<file path="src/rtl/io_sched_pkg.sv">
// Shared types and helpers for the io_sched sequencing / I/O-buffering controller.
package io_sched_pkg;

  localparam int STATE_W = 2;

  typedef enum logic [STATE_W-1:0] {
    IDLE  = 2'd0,
    PRIME = 2'd1,
    RUN   = 2'd2,
    HALT  = 2'd3
  } state_t;

  // Index of the lowest set bit; 0 when no bit is set.
  function automatic int lowest_set(input logic [31:0] v);
    int idx;
    idx = 0;
    for (int i = 31; i >= 0; i--) begin
      if (v[i]) idx = i;
    end
    return idx;
  endfunction

  function automatic logic multi_hot(input logic [31:0] v);
    return (v & (v - 32'd1)) != 32'd0;
  endfunction

endpackage

</file>
<file path="src/rtl/io_sched_fifo.sv">
// Single-port-pair sample FIFO with flush; head is the combinational front entry.
module io_sched_fifo #(
  parameter int DW    = 8,
  parameter int DEPTH = 4
) (
  input  logic                   clk,
  input  logic                   rst,
  input  logic                   flush,
  input  logic                   push,
  input  logic [DW-1:0]          din,
  input  logic                   pop,
  output logic [DW-1:0]          head,
  output logic [$clog2(DEPTH):0] count,
  output logic                   full,
  output logic                   empty
);

  localparam int AW = $clog2(DEPTH);
  localparam logic [AW:0] FULL_CNT = (AW+1)'(DEPTH);

  logic [DW-1:0] mem [DEPTH];
  logic [AW-1:0] wr_ptr;
  logic [AW-1:0] rd_ptr;
  logic          do_push;
  logic          do_pop;

  assign full    = (count == FULL_CNT);
  assign empty   = (count == '0);
  assign do_push = push & ~full & ~flush;
  assign do_pop  = pop & ~empty & ~flush;
  assign head    = mem[rd_ptr];

  always_ff @(posedge clk) begin
    if (do_push) mem[wr_ptr] <= din;
  end

  // DEPTH is a power of two, so the pointers wrap naturally.
  always_ff @(posedge clk or negedge rst) begin
    if (!rst) begin
      wr_ptr <= '0;
      rd_ptr <= '0;
      count  <= '0;
    end else if (flush) begin
      wr_ptr <= '0;
      rd_ptr <= '0;
      count  <= '0;
    end else begin
      if (do_push) wr_ptr <= wr_ptr + 1'b1;
      if (do_pop)  rd_ptr <= rd_ptr + 1'b1;
      case ({do_push, do_pop})
        2'b10:   count <= count + 1'b1;
        2'b01:   count <= count - 1'b1;
        default: count <= count;
      endcase
    end
  end

endmodule

</file>
<file path="src/rtl/io_sched.sv">
// Sequencing and I/O buffering between sample streams and the proc_fl processor.
// Define IO_SCHED_UNDERFLOW_HALT_EN to halt the processor on an underflow in RUN.
module io_sched
  import io_sched_pkg::*;
#(
  parameter int NPORT     = 4,
  parameter int DW_IN     = 19,
  parameter int DW_OUT    = 28,
  parameter int FDEPTH    = 4,
  parameter int PRIME_LVL = 2
) (
  input  logic                    clk,
  input  logic                    rst,
  input  logic                    enable,
  input  logic [NPORT-1:0]        port_mask,
  input  logic                    clr_status,
  input  logic [NPORT*DW_IN-1:0]  src_data,
  input  logic [NPORT-1:0]        src_valid,
  output logic [NPORT-1:0]        src_ready,
  input  logic [NPORT-1:0]        req_in,
  output logic [DW_IN-1:0]        io_in,
  input  logic [NPORT-1:0]        out_en,
  input  logic [DW_OUT-1:0]       io_out,
  output logic [NPORT*DW_OUT-1:0] snk_data,
  output logic [NPORT-1:0]        snk_valid,
  output logic                    proc_run,
  output logic [NPORT-1:0]        underflow,
  output logic                    multi_req,
  output logic [STATE_W-1:0]      state
);

  localparam int CW = $clog2(FDEPTH) + 1;
  localparam int SW = (NPORT > 1) ? $clog2(NPORT) : 1;
  localparam logic [CW-1:0] PRIME_CNT = CW'(PRIME_LVL);

  logic [DW_IN-1:0]  head  [NPORT];
  logic [CW-1:0]     count [NPORT];
  logic [DW_IN-1:0]  hold  [NPORT];
  logic [DW_OUT-1:0] snk_q [NPORT];
  logic [NPORT-1:0]  full, empty, push, pop, uf_evt, cnt_ok;
  logic [SW-1:0]     rd_sel, wr_sel;
  logic              flush;
  state_t            state_q, state_d;

  assign rd_sel = SW'(lowest_set(32'(req_in)));
  assign wr_sel = SW'(lowest_set(32'(out_en)));
  assign state  = state_q;

  for (genvar k = 0; k < NPORT; k++) begin : g_port
    assign push[k]      = src_valid[k] & ~full[k];
    assign src_ready[k] = ~full[k];
    assign cnt_ok[k]    = ~port_mask[k] | (count[k] >= PRIME_CNT);
    assign snk_data[k*DW_OUT +: DW_OUT] = snk_q[k];

    io_sched_fifo #(.DW(DW_IN), .DEPTH(FDEPTH)) u_fifo (
      .clk   (clk),
      .rst   (rst),
      .flush (flush),
      .push  (push[k]),
      .din   (src_data[k*DW_IN +: DW_IN]),
      .pop   (pop[k]),
      .head  (head[k]),
      .count (count[k]),
      .full  (full[k]),
      .empty (empty[k])
    );
  end

  // Reads never bypass a same-cycle push: an empty FIFO returns the last popped value.
  always_comb begin
    pop    = '0;
    uf_evt = '0;
    io_in  = '0;
    if (|req_in) begin
      if (empty[rd_sel]) begin
        io_in          = hold[rd_sel];
        uf_evt[rd_sel] = 1'b1;
      end else begin
        io_in       = head[rd_sel];
        pop[rd_sel] = 1'b1;
      end
    end
  end

  always_ff @(posedge clk or negedge rst) begin
    if (!rst) begin
      for (int k = 0; k < NPORT; k++) hold[k] <= '0;
      underflow <= '0;
      multi_req <= 1'b0;
    end else begin
      for (int k = 0; k < NPORT; k++) begin
        if (pop[k]) hold[k] <= head[k];
      end
      underflow <= (clr_status ? '0 : underflow) | uf_evt;
      multi_req <= (~clr_status & multi_req) | multi_hot(32'(req_in)) | multi_hot(32'(out_en));
    end
  end

  always_ff @(posedge clk or negedge rst) begin
    if (!rst) begin
      for (int k = 0; k < NPORT; k++) snk_q[k] <= '0;
      snk_valid <= '0;
    end else begin
      snk_valid <= '0;
      if (|out_en) begin
        snk_q[wr_sel]     <= io_out;
        snk_valid[wr_sel] <= 1'b1;
      end
    end
  end

  // Flush happens only on the edge that enters IDLE, so data pushed while idle is kept.
  always_comb begin
    state_d = state_q;
    flush   = 1'b0;
    case (state_q)
      IDLE: begin
        if (enable) state_d = PRIME;
      end
      PRIME: begin
        if (!enable)      state_d = IDLE;
        else if (&cnt_ok) state_d = RUN;
      end
      RUN: begin
        if (!enable) state_d = IDLE;
`ifdef IO_SCHED_UNDERFLOW_HALT_EN
        else if (|uf_evt) state_d = HALT;
`endif
      end
      HALT: begin
        if (!enable)         state_d = IDLE;
        else if (clr_status) state_d = PRIME;
      end
      default: state_d = IDLE;
    endcase
    flush = (state_q != IDLE) && (state_d == IDLE);
  end

  always_ff @(posedge clk or negedge rst) begin
    if (!rst) begin
      state_q  <= IDLE;
      proc_run <= 1'b0;
    end else begin
      state_q  <= state_d;
      proc_run <= (state_d == RUN);
    end
  end

endmodule
</file>
<file path="config.mk">
export PLATFORM = sky130hd
export DESIGN_NAME = io_sched
export DESIGN_NICKNAME = d
export VERILOG_FILES = /design/src/rtl/io_sched_pkg.sv /design/src/rtl/io_sched_fifo.sv /design/src/rtl/io_sched.sv
export SDC_FILE = /design/constraint.sdc
export NUM_CORES = 1
export LEC_CHECK = 0
export CORE_MARGIN = 1.5
export CORE_UTILIZATION = 42
export CTS_BUF_LIST = sky130_fd_sc_hd__clkbuf_4 sky130_fd_sc_hd__clkbuf_8
export CTS_CLUSTER_SIZE = 14
export DETAILED_ROUTE_END_ITERATION = 10
export PLACE_DENSITY = 0.66
export SKIP_CTS_REPAIR_TIMING = 1
export SLEW_MARGIN = 20
export SYNTH_ARGS = -nofsm -noshare
export SYNTH_HDL_FRONTEND = slang
export SYNTH_SLANG_ARGS = --single-unit
</file>
<file path="constraint.sdc">
create_clock -name clk -period 3.5 [get_ports clk]
set_input_delay 0.7 -clock clk [delete_from_list [all_inputs] [get_ports clk]]
set_output_delay 0.7 -clock clk [all_outputs]
set_load 0.01 [all_outputs]
</file>
==> qor.txt, run 1 <==
final-report max-slew violation count -> 0
CTS Root Cell -> clkbuf_8
Setup crit end kind -> output port
number of synthesized register bits -> 532
share of cells above drive strength 1 -> 27.8%
total CTS buffers -> 87
worst reg2reg path depth -> 11
Die Y -> 229 µm
FMAX -> 290 MHz
Clock Power Share -> 27.7%
largest family of logic cells by synthesized area -> multiplexers
fin crit share -> 98.5%
Vias -> 13100
die width -> 229 µm
Clock transition at path regs -> 0.06 ns
Synth Area per Inst -> 16.0 µm²
skew final -> 0.0226 ns
Synth cell types -> 57
Post-Synth Adder-Cell Area -> 1.40%
Layout fillers -> 4059
Area Overhead vs Synth -> 28.9%
crit path time final -> 3.45 ns
Core Footprint -> 50300 µm²
dpl ws -> -0.584 ns
via count of the first global-routing pass -> 13400
Post-Place Cells -> 2299
Synth area leaders -> edfxtp_1, dfrtp_1, mux4_2, mux2_2, nand2_1
endpoints failing hold -> 0
CP Launch Type -> register
P_sw -> 6.20 mW
R2R setup slack -> 1.15 ns
grt ovf -> 0
Synth Area in Simple Gates -> 6.15%
post-synthesis xor/xnor area fraction -> 0.939%
worst min-delay path class -> input port to async pin
clk sinks -> 532
pwr dens -> 741 nW/µm²
Worst IR Drop VDD -> 0.453 mV
Worst R2R End -> g_port[1].u_fifo.count[2]$_DFFE_PN0P_
Tightest Pin Transition -> 0.785 ns
diode count -> 0
cells after synthesis -> 1341
Max-Cap Viols -> 0
drt first pass iters -> 5
Mapped Nets -> 1485
# DRC -> 0
CTS max path bufs -> 3
PortBufs -> 270
Layout Cells excl Fill -> 2477
H-tree levels -> 3
vias per inst -> 5.28
Max-slew headroom -> 47.7%
post-synthesis mux area share -> 15.2%
async set or reset register ratio after synthesis -> 42.9%
worst setup margin -> 0.0541 ns
Post-Synthesis Cell Area -> 21400 µm²
Post-DP Area -> 25500 µm²
setup violators final -> 0
Reg2Reg Launch Point -> g_port[1].u_fifo.count[0]$_DFFE_PN0P_
DRT iter0 DRCs -> 1019
Pint -> 14.3 mW
Clk Latency, worst-skew pair -> 0.65 ns
RSZ-0062 raised after global routing -> true
I/O pin count -> 271
row cnt -> 82
status -> finished, final reports clean
DIE AREA -> 52400 µm²
HPWL Detailed -> 36800 µm
wire per inst -> 21.7 µm
Comb power frac -> 30.0%
yosys synthesis warning count -> 0
WL final -> 53800 µm
TritonCTS clock tree -> yes
Yosys top cell area share -> 42.6%
design area -> 27600 µm²
critical path arrival -> 2.75 ns
switching share of power -> 30.3%
Crit Path Max Fanout -> 7
WP data required -> 2.80 ns
sequential area share after synthesis -> 69.2%
GRT Overall Usage -> 20.3%
Synth area leader -> edfxtp_1
Seq pwr share -> 42.4%
CP Class -> register to output port
initial antenna violation count -> 2
Final GP Congestion -> 0.862
Antenna Nets Post-Route -> 0
fin nets -> 1879
Initial Utilization -> 42.7%
setup TNS -> 0 ns
compound-cell area share of the yosys netlist -> 5.07%
Lkg Pwr -> 10.7 nW
largest net degree at the start of global routing -> 103
first-pass GRT wire length -> 80500 µm
ys flop type -> edfxtp_1
Post-synth EDFFs -> 304
## power by group through the flow
stage	Clock (mW)	Sequential [mW]	Combinational, mW
3_5_place_dp	0	8.79	5.94
5_1_grt	6.07	8.82	6.62
4_1_cts	5.81	8.68	5.97
2_1_floorplan	0	8.71	3.19
6_report	5.67	8.69	6.14
3_3_place_gp	0	8.74	5.86
## per-layer routing
| metal | vias to the layer above | wire length, µm | GRT usage (%) |
|---|---|---|---|
| li1 | 5832 | - | - |
| met5 | - | 25 | 0 |
| met1 | 6613 | 22300 | 26.5 |
| met4 | 4 | 1470 | 6.60 |
| met3 | 83 | 4010 | 5.44 |
| met2 | 536 | 25900 | 33.0 |
## final cells by class
cell class                 count  area (µm²)  area share [%]
timing repair buffer         379        3690            13.4
sequential                   532       14800            53.7
multi-input combinational    714        6320            22.8
tap                          672         841            3.04
inverter                      21        78.8           0.285
clock buffer                 132        1640            5.92
clock inverter                27         238           0.860
## worst max path at each step
stage | start | endpoint | depth (start not counted)
after floorplan | req_in[2] | io_in[0] | 7
after global placement | req_in[0] | io_in[2] | 8
after detailed placement | req_in[0] | io_in[2] | 8
after CTS | req_in[0] | io_in[2] | 8
after global routing | g_port[2].u_fifo.count[1]$_DFFE_PN0P_ | io_in[18] | 9
final | g_port[2].u_fifo.count[1]$_DFFE_PN0P_ | io_in[2] | 8
## logic make-up after synthesis
group	count (synthesis)
compound gates	143
xor+xnor	23
fa+ha+maj	22
buf+inv	97
flops	532
mux	220
simple gates	304
## metrics by stage
step | total power, mW | hold slack (ns) | util, %
final | 20.5 | 0.0948 | 55.0
after global routing | 21.5 | 0.116 | 55.0
after CTS | 20.5 | 0.0939 | 54.4
after detailed placement | 14.7 | 0.463 | 50.7
after global placement | 14.6 | 0.460 | 50.7
after floorplan | 11.9 | 0.404 | -
## cells in the final DEF (no fill, tap or decap), types with 5 or more instances in the layout
| cell | synthesis | routed |
|---|---|---|
| edfxtp_1 | 304 | 304 |
| clkdlybuf4s50_1 | 0 | 246 |
| dfrtp_1 | 228 | 224 |
| nand2_1 | 191 | 189 |
| mux2_2 | 120 | 120 |
| clkbuf_8 | 0 | 103 |
| buf_4 | 4 | 97 |
| mux4_2 | 72 | 72 |
| nor2_1 | 60 | 59 |
| o221ai_1 | 35 | 35 |
| clkbuf_4 | 0 | 29 |
| a21oi_1 | 25 | 23 |
| o22ai_1 | 21 | 21 |
| inv_1 | 20 | 20 |
| a211o_1 | 20 | 20 |
| ha_1 | 16 | 16 |
| and2_1 | 15 | 15 |
| mux2i_1 | 15 | 15 |
| xnor2_1 | 15 | 15 |
| dlymetal6s2s_1 | 0 | 14 |
| clkinv_1 | 1 | 13 |
| a211oi_2 | 11 | 13 |
| mux2_1 | 13 | 13 |
| buf_12 | 0 | 12 |
| o21ai_0 | 11 | 11 |
| xor2_1 | 8 | 8 |
| clkinv_2 | 0 | 6 |
| and3_1 | 5 | 5 |
| nand3_1 | 5 | 5 |
## synthesized netlist by cell type (all sizes together) (4+ instances only)
master / number
edfxtp: 304
dfrtp: 228
nand2: 191
mux2: 133
mux4: 72
nor2: 61
clkbuf: 39
buf: 37
o221ai: 35
a21oi: 25
o22ai: 21
a211o: 20
inv: 20
a211oi: 18
ha: 16
and2: 15
mux2i: 15
xnor2: 15
o21ai: 13
xor2: 8
and3: 5
nand2b: 5
nand3: 5
nor3: 5
fa: 4
## critical path, stage by stage, from the launching register on
cell,delay [ns]
dfrtp_2,0.41
or3_4,0.40
nand2b_4,0.19
and4_4,0.21
buf_8,0.14
a211o_1,0.29
a211oi_2,0.21
buf_4,0.15
buf_6,0.11
## flip-flops by register name (all words and copies together) (netlist names), 4 cells and up
| register | count |
|---|---|
| g_port.u_fifo.count | 12 |
| g_port.u_fifo.mem | 304 |
| g_port.u_fifo.rd_ptr | 8 |
| g_port.u_fifo.wr_ptr | 8 |
| hold | 76 |
| snk_data | 112 |
| snk_valid | 4 |
| underflow | 4 |
No activity file was read; power rests on OpenSTA's default activity.
==> inputs of run 2 (changes only) <==
--- a/config.mk
+++ b/config.mk
@@ -6,11 +6,12 @@
 export NUM_CORES = 1
 export LEC_CHECK = 0
 export CORE_MARGIN = 1.5
-export CORE_UTILIZATION = 42
+export CORE_UTILIZATION = 60
 export CTS_BUF_LIST = sky130_fd_sc_hd__clkbuf_4 sky130_fd_sc_hd__clkbuf_8
 export CTS_CLUSTER_SIZE = 14
 export DETAILED_ROUTE_END_ITERATION = 10
-export PLACE_DENSITY = 0.66
+export GPL_TIMING_DRIVEN = 0
+export PLACE_DENSITY = 0.88
 export SKIP_CTS_REPAIR_TIMING = 1
 export SLEW_MARGIN = 20
 export SYNTH_ARGS = -nofsm -noshare
==> run 2 against run 1 <==
Net effect:
- total power fell by 3.4%
- combinational power shrank 5.5%
- clock power fell by 7.9%
- via count is 3.4% higher
- critical path type unchanged
- critical endpoint is now io_in[1]
- largest cell class unchanged
==> qor.txt, run 2 (synthesis gave the netlist of run 1 again) <==
status -> finished, final reports clean
WP data required -> 2.80 ns
grt ovf -> 0
drt first pass iters -> 5
TritonCTS clock tree -> yes
via count of the first global-routing pass -> 13800
Core Footprint -> 35400 µm²
RSZ-0062 raised after global routing -> true
CTS Root Cell -> clkbuf_8
dpl ws -> -0.861 ns
WL final -> 54200 µm
Die Y -> 192 µm
most frequent cells in the layout -> edfxtp_1, clkdlybuf4s50_1, dfrtp_1
Largest Register -> g_port.u_fifo.mem
pwr dens -> 743 nW/µm²
Clk Latency, worst-skew pair -> 0.64 ns
max reg flops -> 304
CP Launch Type -> register
PnR Total Power -> 19.8 mW
total CTS buffers -> 82
vias per inst -> 6.07
worst min-delay path class -> input port to async pin
worst setup margin -> 0.0173 ns
crit path time final -> 3.48 ns
Worst IR Drop VDD -> 0.584 mV
slowest CP cell -> dfrtp_2
fin nets -> 1842
crit-path max cell delay -> 0.43 ns
Initial Utilization -> 60.6%
final-report max-slew violation count -> 0
Post-DP Area -> 24800 µm²
Setup crit end kind -> output port
design area -> 26600 µm²
fin crit share -> 99.5%
DIE AREA -> 36900 µm²
skew final -> 0.0313 ns
largest net degree at the start of global routing -> 101
Lkg Pwr -> 10.3 nW
setup violators final -> 0
CP Class -> register to output port
critical path arrival -> 2.78 ns
first-pass GRT wire length -> 80000 µm
Crit Path Max Fanout -> 10
row cnt -> 69
clk sinks -> 532
GRT Overall Usage -> 29.7%
worst-path cell chain -> or3_4, nand2b_4, and4_4, buf_6, a211o_1, a211oi_4, clkbuf_2
DRT iter0 DRCs -> 1282
H-tree levels -> 3
PortBufs -> 268
Clock transition at path regs -> 0.06 ns
Area Overhead vs Synth -> 24.2%
Antenna Nets Post-Route -> 0
Max-Cap Viols -> 0
Final Util -> 75.2%
setup TNS -> 0 ns
diode count -> 0
die width -> 192 µm
# DRC -> 0
initial antenna violation count -> 3
commonest non-fill, non-tap cell in the layout -> edfxtp_1
Tightest Pin Transition -> 1.09 ns
Vias -> 13500
endpoints failing hold -> 0
I/O pin count -> 271
share of cells above drive strength 1 -> 24.8%
Final GP Congestion -> 0.914
CTS max path bufs -> 3
HPWL Detailed -> 37800 µm
Max-slew headroom -> 27.1%
wire per inst -> 24.3 µm
FMAX -> 287 MHz
Layout fillers -> 1999
run 2: cell types whose count changed in the layout (fill, tap and decap cells not counted), moves of 4 or more:
cell / before / now
buf_4: 97 / 8
buf_2: 2 / 31
buf_12: 12 / 0
dlymetal6s2s_1: 14 / 10
clkbuf_2: 3 / 18
clkbuf_4: 29 / 35
clkbuf_8: 103 / 94
clkbuf_1: 0 / 25
run 2: layout make-up:
cell class	count	area, µm²	share of cell area [%]
well taps	461	577	2.17
plain buffers	75	393	1.48
clock buffers	127	1540	5.79
clock inverters	24	148	0.554
repair buffers	274	2740	10.3
multi-input cells	712	6310	23.7
flip-flops and latches	532	14800	55.7
inverters	21	78.8	0.296
run 2: path summary, 6_finish.rpt:
check / startpoint / end / slack (ns) / depth (start not counted)
max: g_port[2].u_fifo.count[1]$_DFFE_PN0P_ / io_in[1] / 0.02 / 7
min: rst / snk_data[53]$_DFFE_PN0P_ / 0.02 / 1
max reg2reg: state[1]$_DFF_PN0_ / g_port[2].u_fifo.count[2]$_DFFE_PN0P_ / 0.38 / 10
min reg2reg: hold[63]$_DFFE_PN0P_ / hold[63]$_DFFE_PN0P_ / 0.48 / 2
max in group asynchronous: rst / snk_data[101]$_DFFE_PN0P_ / 2.60 / 2
min in group clk: out_en[0] / snk_valid[0]$_DFF_PN0_ / 0.37 / 2
run 2: metrics by stage:
step                instances  hold WS [ns]
finish                   2226        0.0223
global route             2226        0.0257
CTS                      2223       -0.0132
detailed placement       2072         0.463
global placement         2070         0.458
floorplan                1341         0.404
run 2: power breakdown:
group,total [mW],leakage (nW),switching [mW],internal [mW]
logic,5.80,3.82,3.19,2.61
registers,8.77,5.55,0.721,8.05
clock network,5.22,0.911,2.33,2.89
total,19.8,10.3,6.24,13.5
run 2: per-layer routing:
layer	part of all wire (%)	GRT usage (%)	vias to the layer above
li1	-	-	5758
met1	37	37.3	6783
met2	50	48.8	800
met3	9.0	6.23	164
met4	4.6	15.5	4
met5	0.041	0	-
run 2: worst max-delay path, delay by kind of cell, from the launching register on:
| kind | cells | cell delay, ns |
|---|---|---|
| and+or+nand+nor | 3 | 0.76 |
| AOI/OAI and AO/OA | 2 | 0.59 |
| DFF | 1 | 0.43 |
| buffers and inverters | 2 | 0.37 |
